--- config.mk ---
export PLATFORM = sky130hd
export DESIGN_NAME = if_mem_bus_arbiter
export DESIGN_NICKNAME = d
export VERILOG_FILES = /design/src/rtl/if_mem_bus_arbiter_pkg.sv /design/src/rtl/if_mem_bus_arbiter_timeout.sv /design/src/rtl/if_mem_bus_arbiter.sv
export SDC_FILE = /design/constraint.sdc
export NUM_CORES = 1
export LEC_CHECK = 0
export CELL_PAD_IN_SITES_DETAIL_PLACEMENT = 0
export CELL_PAD_IN_SITES_GLOBAL_PLACEMENT = 1
export CORE_MARGIN = 5
export CORE_UTILIZATION = 29
export CTS_BUF_LIST = sky130_fd_sc_hd__clkbuf_4 sky130_fd_sc_hd__clkbuf_8 sky130_fd_sc_hd__clkbuf_16
export DETAILED_ROUTE_END_ITERATION = 12
export GPL_ROUTABILITY_DRIVEN = 0
export PLACE_DENSITY_LB_ADDON = 0.1
export SKIP_CTS_REPAIR_TIMING = 1
export SLEW_MARGIN = 30
export SYNTH_ARGS = -nofsm -noshare
export SYNTH_HDL_FRONTEND = slang
export SYNTH_SLANG_ARGS = --single-unit
--- constraint.sdc ---
create_clock -name clk -period 4.9 [get_ports clk]
set_input_delay 0.98 -clock clk [delete_from_list [all_inputs] [get_ports clk]]
set_output_delay 0.98 -clock clk [all_outputs]
set_load 0.02 [all_outputs]
--- src/rtl/if_mem_bus_arbiter_pkg.sv ---
// Shared types for the IF/MEM Wishbone arbiter: FSM states, bus owner, byte-select fill.
package if_mem_bus_arbiter_pkg;

  typedef enum logic [1:0] {
    IDLE = 2'd0,
    BUS  = 2'd1,
    RESP = 2'd2
  } arb_state_t;

  typedef enum logic {
    OWN_IF  = 1'b0,
    OWN_MEM = 1'b1
  } owner_t;

  // Instruction fetches are always full-word reads.
  localparam logic DEFAULT_SEL_BIT = 1'b1;

endpackage

--- src/rtl/if_mem_bus_arbiter_timeout.sv ---
// Saturating watchdog counter for one bus transaction; TIMEOUT == 0 disables expiry.
module bus_timeout_counter #(
  parameter int TIMEOUT = 255,
  parameter int TO_W    = 8
) (
  input  logic clk,
  input  logic reset,
  input  logic clear,
  input  logic enable,
  output logic expire
);

  localparam logic [TO_W-1:0] LIMIT = (TIMEOUT == 0) ? '0 : TO_W'(TIMEOUT - 1);

  logic [TO_W-1:0] cnt;

  always_ff @(posedge clk or posedge reset) begin
    if (reset)                     cnt <= '0;
    else if (clear)                cnt <= '0;
    else if (enable && cnt != '1)  cnt <= cnt + 1'b1;
  end

  // Fires in the cycle whose closing edge would bring the count up to TIMEOUT.
  assign expire = (TIMEOUT != 0) && enable && (cnt == LIMIT);

endmodule

--- src/rtl/if_mem_bus_arbiter.sv ---
// Single Wishbone classic master shared by instruction fetch and data memory; MEM has priority.
module if_mem_bus_arbiter
  import if_mem_bus_arbiter_pkg::*;
#(
  parameter int ADDR_WIDTH = 32,
  parameter int DATA_WIDTH = 32,
  parameter int TIMEOUT    = 255,
  parameter int TO_W       = 8
) (
  input  logic                    clk,
  input  logic                    reset,
  input  logic                    if_req,
  input  logic [ADDR_WIDTH-1:0]   if_addr,
  input  logic                    if_flush,
  output logic                    if_ack,
  output logic [DATA_WIDTH-1:0]   if_rdata,
  output logic                    if_err,
  output logic                    if_busy,
  input  logic                    mem_req,
  input  logic                    mem_we,
  input  logic [ADDR_WIDTH-1:0]   mem_addr,
  input  logic [DATA_WIDTH-1:0]   mem_wdata,
  input  logic [DATA_WIDTH/8-1:0] mem_sel,
  output logic                    mem_ack,
  output logic [DATA_WIDTH-1:0]   mem_rdata,
  output logic                    mem_err,
  output logic                    mem_busy,
  output logic                    wb_cyc_o,
  output logic                    wb_stb_o,
  output logic                    wb_we_o,
  output logic [ADDR_WIDTH-1:0]   wb_adr_o,
  output logic [DATA_WIDTH-1:0]   wb_dat_o,
  output logic [DATA_WIDTH/8-1:0] wb_sel_o,
  input  logic [DATA_WIDTH-1:0]   wb_dat_i,
  input  logic                    wb_ack_i,
  input  logic                    wb_err_i
);

  localparam int SEL_W = DATA_WIDTH / 8;

  arb_state_t state_q, state_d;
  owner_t     owner_q;
  logic       kill_q;
  logic       grant_mem, grant_if, done, to_en, to_expire;
  logic       kill_hit, bus_err;
  logic [DATA_WIDTH-1:0] bus_data;

  bus_timeout_counter #(.TIMEOUT(TIMEOUT), .TO_W(TO_W)) u_timeout (
    .clk    (clk),
    .reset  (reset),
    .clear  (grant_mem | grant_if),
    .enable (to_en),
    .expire (to_expire)
  );

  always_comb begin
    state_d   = state_q;
    grant_mem = 1'b0;
    grant_if  = 1'b0;
    done      = 1'b0;
    to_en     = 1'b0;
    case (state_q)
      IDLE: begin
        if (mem_req) begin
          grant_mem = 1'b1;
          state_d   = BUS;
        end else if (if_req && !if_flush) begin
          grant_if = 1'b1;
          state_d  = BUS;
        end
      end
      BUS: begin
        to_en = 1'b1;
        if (wb_ack_i || wb_err_i || to_expire) begin
          done    = 1'b1;
          state_d = RESP;
        end
      end
      RESP:    state_d = IDLE;
      default: state_d = IDLE;
    endcase
  end

  // Completion without an ack can only be a timeout, so it reports as an error too.
  assign bus_err  = wb_err_i | ~wb_ack_i;
  assign bus_data = (wb_ack_i && !wb_err_i) ? wb_dat_i : '0;
  assign kill_hit = (state_q == BUS) && (owner_q == OWN_IF) && if_flush;

  always_ff @(posedge clk or posedge reset) begin
    if (reset) state_q <= IDLE;
    else       state_q <= state_d;
  end

  always_ff @(posedge clk or posedge reset) begin
    if (reset) begin
      owner_q   <= OWN_IF;
      kill_q    <= 1'b0;
      wb_cyc_o  <= 1'b0;
      wb_stb_o  <= 1'b0;
      wb_we_o   <= 1'b0;
      wb_adr_o  <= '0;
      wb_dat_o  <= '0;
      wb_sel_o  <= '0;
      if_ack    <= 1'b0;
      if_err    <= 1'b0;
      if_rdata  <= '0;
      mem_ack   <= 1'b0;
      mem_err   <= 1'b0;
      mem_rdata <= '0;
    end else begin
      if_ack  <= 1'b0;
      mem_ack <= 1'b0;
      if (grant_mem) begin
        owner_q  <= OWN_MEM;
        wb_we_o  <= mem_we;
        wb_adr_o <= mem_addr;
        wb_dat_o <= mem_wdata;
        wb_sel_o <= mem_sel;
        wb_cyc_o <= 1'b1;
        wb_stb_o <= 1'b1;
      end else if (grant_if) begin
        owner_q  <= OWN_IF;
        wb_we_o  <= 1'b0;
        wb_adr_o <= if_addr;
        wb_dat_o <= '0;
        wb_sel_o <= {SEL_W{DEFAULT_SEL_BIT}};
        wb_cyc_o <= 1'b1;
        wb_stb_o <= 1'b1;
      end
      if (kill_hit) kill_q <= 1'b1;
      if (done) begin
        wb_cyc_o <= 1'b0;
        wb_stb_o <= 1'b0;
        if (owner_q == OWN_MEM) begin
          mem_ack   <= 1'b1;
          mem_err   <= bus_err;
          mem_rdata <= bus_data;
        end else begin
          // A flush landing in the completion cycle must still suppress the ack.
          if_ack   <= ~(kill_q | kill_hit);
          if_err   <= bus_err;
          if_rdata <= bus_data;
        end
      end
      if (state_q == RESP) kill_q <= 1'b0;
    end
  end

  assign if_busy  = if_req & ~if_flush & ~if_ack;
  assign mem_busy = mem_req & ~mem_ack;

endmodule

==> reports/metrics.cfg, run 1 <==
[pwr]
pwr_density_cell_nw_per_um2=612
ir_drop_mv=0.252
power.leakage_nw=4.02

[worst_setup_path]
startpoint=if_flush
worstPathCellList=clkdlybuf4s50_1, nor2b_1, nor2b_1, clkdlybuf4s50_1
reg2reg_depth=5
crit_path_end_kind=output pin
reg2reg_slack_ns=2.67
r2r_end=if_rdata[14]
crit_type=primary input to output pin
cpPeakStageDelay_ns=0.61
cp.arrival_ns=2.43
slowest_stage=clkdlybuf4s50_1
cp_max_fo=4
cp-start-kind=primary input
r2r-start=state_q[1]
required_ns=3.92

[layout]
diodes=0
fin_nets=874
drive_gt1_share_pct=7.79
final_area_sq_um=9800
syn2layout_area_growth_pct=61.0

[sta]
finClkSkew_ns=0.0117
fmax_mhz=293
slew_headroom_pct=37.6
setup_violations=0
maxSlewViolCount=0
post-route-min-period_ns=3.41
worst_pin_slew_ns=0.928
rsz0062_at_grt=false
hold_viol_final=0
fin_setup_tns_ns=0
min_period_over_period_pct=69.6

[clock_network]
cts.clk_slew.worst_paths_ns=0.06
clock-sinks=150
cts_buffers=17
cts_buffer_depth=2
htreeDepth=4
clock-root-buffer=clkbuf_16
worstSkewPairLatency_ns=0.42
tritoncts=built

[placed_design]
dpl_cell_area_sq_um=9110
port_buffers=280
hpwl_um=14100

[floorplan]
die_h_um=155
chipWidth_um=155
rows=53
ios=281
initial_utilization_pct=29.2
fp.dieArea_sq_um=24000
core-area_sq_um=20800

[flow_run]
drv_cap=0

[hold_path]
hold_path.class=flop to flop
hold_start=kill_q
hold_end=if_ack
holdPathStages=1

[logic_synthesis]
syn_inst=462
syn_nets=604
synth_seq_area_share_pct=61.7
syn_area_sq_um=6080
synth_cell_type_count=40
ys_seq_elements=150
yosysWarnings=0
synth_area_per_cell_sq_um=13.2

[global_route]
grt_pass1_vias=5331
antenna_found_initial=0
overflow=0
grt_first_pass_wirelength_um=31500
grt_max_degree=98
grt_util_all_layers_pct=16.8

[drt]
avgRoutedWirePerCell_um=19.7
vias=5039
remaining_drc_errors=0
first_pass_iters=4
ant_nets=0
first_iter_violations=371
vias_per_cell=4.94
wirelength_um=20100

[status]
status=completed

registers in the layout, summed over array words and instances (netlist names), 2 cells and up:
name and cells:
state_q 2, wb_sel_o 4, wb_adr_o 32, if_rdata 32, wb_dat_o 32, u_timeout.cnt 8, mem_rdata 32
per-stage QoR:
| stage | util, % | hold slack (ns) | cells | total power, mW | setup WS [ns] |
|---|---|---|---|---|---|
| 2_1_floorplan | - | 0.423 | 462 | 3.37 | 2.03 |
| 3_3_place_gp | 43.4 | 0.444 | 982 | 4.57 | 1.48 |
| 3_5_place_dp | 43.8 | 0.448 | 985 | 4.64 | 1.47 |
| 4_1_cts | 46.6 | 0.458 | 1017 | 6.01 | 1.47 |
| 5_1_grt | 47.0 | 0.480 | 1020 | 6.34 | 1.39 |
| 6_report | 47.0 | 0.458 | 1020 | 5.99 | 1.49 |
kinds of logic after synthesis:
family,count (synthesis),share of synthesized area (%)
compound gates,154,21.1
flops,150,61.7
simple gates,75,6.58
buf+inv,47,4.67
mux,33,5.43
fa+ha+maj,2,0.411
xor+xnor,1,0.144
synth_stat cells (all sizes together):
| cell type | count | share of area, % |
|---|---|---|
| dfrtp | 150 | 62 |
| a32o | 64 | 11 |
| o21ai | 40 | 3.7 |
| nand2 | 37 | 2.3 |
| a22o | 34 | 4.9 |
| mux2i | 33 | 5.4 |
| buf | 25 | 3.3 |
| clkbuf | 16 | 1.0 |
| nor2 | 12 | 0.99 |
| inv | 6 | 0.37 |
| nor2b | 5 | 0.51 |
| nor3 | 5 | 0.60 |
| nand3 | 4 | 0.33 |
| o22a | 4 | 0.58 |
| a211oi | 3 | 0.37 |
| a21oi | 3 | 0.25 |
| nor3b | 3 | 0.56 |
| ha | 2 | 0.41 |
| nand4 | 2 | 0.31 |
| nand4b | 2 | 0.29 |
| o211ai | 2 | 0.25 |
| o31ai | 2 | 0.25 |
| a211o | 1 | 0.14 |
| and3 | 1 | 0.10 |
| and4 | 1 | 0.16 |
| nand2b | 1 | 0.10 |
| nor4b | 1 | 0.25 |
| o21bai | 1 | 0.12 |
| or2 | 1 | 0.10 |
| xnor2 | 1 | 0.14 |
layout make-up:
type	count	area, sq um
well taps	275	344
fillers	1912	11000
repair buffers	292	3000
clock inverters	14	165
inverters	6	26.3
multi-input cells	265	2070
flip-flops and latches	150	3750
clock buffers	18	433
worst max-delay path: cells and delay by family:
family | cells | cell delay (ns)
buffers and inverters | 2 | 1.12
AND/OR/NAND/NOR | 2 | 0.34
placed cells by master, fill, tap and decap left out, types with 3 or more instances in the layout:
cell type          n
clkdlybuf4s50_1  280
dfrtp_1          150
a32o_1            63
nand2_1           37
o21ai_0           34
a22o_1            34
mux2i_1           33
clkbuf_16         17
nor2_1             9
inv_1              5
clkinvlp_4         5
buf_16             5
nor2b_1            4
nor3_1             4
nand3_1            4
o22a_1             4
o21ai_1            4
inv_6              4
buf_4              4
a21oi_1            3
a211oi_1           3
nor2_4             3
buf_6              3
layer usage:
metal	global-route usage, %	part of all wire, %	vias up	wire length [um]
met5	0	0	-	0
met4	4.75	1.8	0	359
met3	7.44	10	20	2050
met2	25.2	45	216	8970
met1	22.0	43	2488	8740
li1	-	-	2315	-
worst max-delay path by stage:
stage	endpoint	slack [ns]	depth (start not counted)
2_1_floorplan	if_ack	2.03	1
3_3_place_gp	if_busy	1.48	4
3_5_place_dp	if_busy	1.47	4
4_1_cts	if_busy	1.47	4
5_1_grt	if_busy	1.39	4
6_report	if_busy	1.49	4
power breakdown:
group	total (mW)	switching, mW	leakage, nW	internal, mW
clock	1.33	0.558	0.281	0.771
sequential	1.97	0.274	1.93	1.69
combinational	2.69	1.39	1.81	1.30
Note: power is estimated with default switching activity, not from simulation.
==> run 2: changes to the inputs <==
==> constraint.sdc (replaced) <==
create_clock -name clk -period 3.1 [get_ports clk]
set_input_delay 0.62 -clock clk [delete_from_list [all_inputs] [get_ports clk]]
set_output_delay 0.62 -clock clk [all_outputs]
set_load 0.02 [all_outputs]
==> reports/metrics.cfg, run 2 (synthesis results as in run 1) <==
[clock_network]
clock-root-buffer=clkbuf_16
htreeDepth=4
cts.clk_slew.worst_paths_ns=0.07
cts_buffers=17
cts_buffer_depth=2
worstSkewPairLatency_ns=0.42
tritoncts=built
clock-sinks=150

[drt]
first_pass_iters=4
wirelength_um=19800
ant_nets=0
avgRoutedWirePerCell_um=19.4
remaining_drc_errors=0
first_iter_violations=280
vias=5019
vias_per_cell=4.92

[worst_setup_path]
required_ns=2.48
cp_max_fo=4
cp.arrival_ns=2.06
crit_path_end_kind=output pin
cp-start-kind=primary input
crit_type=primary input to output pin

[placed_design]
port_buffers=280
hpwl_um=13800
place_ws_ns=0.404
dpl.cell_count=989

[layout]
syn2layout_area_growth_pct=60.3
final_common_cell=clkdlybuf4s50_1
fin_nets=875
diodes=0
fin_cells=1021
final_cell_mix=clkdlybuf4s50_1, dfrtp_1, a32o_1, nand2_1
drive_gt1_share_pct=7.91

[floorplan]
rows=53
die_h_um=155
core-area_sq_um=20800
chipWidth_um=155
initial_utilization_pct=29.2
fp.dieArea_sq_um=24000
ios=281

[global_route]
antenna_found_initial=0
grt_pass1_vias=5342
grt_util_all_layers_pct=16.3
overflow=0
grt_max_degree=83
grt_first_pass_wirelength_um=30700

[sta]
fmax_mhz=373
maxSlewViolCount=0
min_period_over_period_pct=86.6
finalWorstSetupSlack_ns=0.417
fin_setup_tns_ns=0
finClkSkew_ns=0.0111
hold_viol_final=0
post-route-min-period_ns=2.68
setup_violations=0
rsz0062_at_grt=false
slew_headroom_pct=65.0
worst_pin_slew_ns=0.523

[pwr]
pwr_density_cell_nw_per_um2=957
finalPower_mw=9.33
ir_drop_mv=0.483
power.leakage_nw=4.01

[flow_run]
drv_cap=0

[status]
status=completed

[hold_path]
hold_path.class=primary input to asynchronous set/reset pin

==> run 2: final timing paths <==
path	start	end	slack, ns	depth (start not counted)
min	reset	wb_sel_o[1]	0.44	2
max	if_flush	if_busy	0.42	4
min reg2reg	kill_q	if_ack	0.45	1
max in group asynchronous	reset	wb_dat_o[18]	2.01	3
min in group clk	kill_q	if_ack	0.45	1
max reg2reg	u_timeout.cnt[0]	if_rdata[18]	1.21	7
==> run 2: area by class of cell <==
class / count / area, sq um
Fill cell: 1911 / 11100
Multi-Input combinational cell: 265 / 2070
Clock buffer: 18 / 433
Clock inverter: 14 / 160
Timing Repair Buffer: 293 / 2960
Sequential cell: 150 / 3750
Inverter: 6 / 26.3
Tap cell: 275 / 344
==> run 2: per-stage QoR <==
| step | utilization, % | instance area (sq um) | hold WS (ns) |
|---|---|---|---|
| after floorplan | - | 6090 | 0.423 |
| after global placement | 44.0 | 9160 | 0.438 |
| after detailed placement | 44.0 | 9160 | 0.447 |
| after CTS | 46.8 | 9750 | 0.420 |
| after global routing | 46.8 | 9750 | 0.419 |
| final | 46.8 | 9750 | 0.440 |
==> run 2: layer usage <==
layer / vias to the layer above / GRT usage (%) / routed length [um]
met5: - / 0 / 0
met4: 0 / 4.54 / 224
met3: 15 / 5.90 / 1730
met2: 206 / 26.1 / 9160
met1: 2492 / 21.0 / 8710
li1: 2306 / - / -
==> run 2: critical path, stage by stage <==
cell and delay (ns):
clkdlybuf4s50_1 0.49, nor2b_1 0.19, nor2b_1 0.15, clkdlybuf4s50_1 0.61
==> run 2: power breakdown <==
group / switching [mW] / internal (mW)
sequential: 0.430 / 2.67
clock: 0.922 / 1.16
combinational: 2.16 / 1.99
total: 3.51 / 5.82
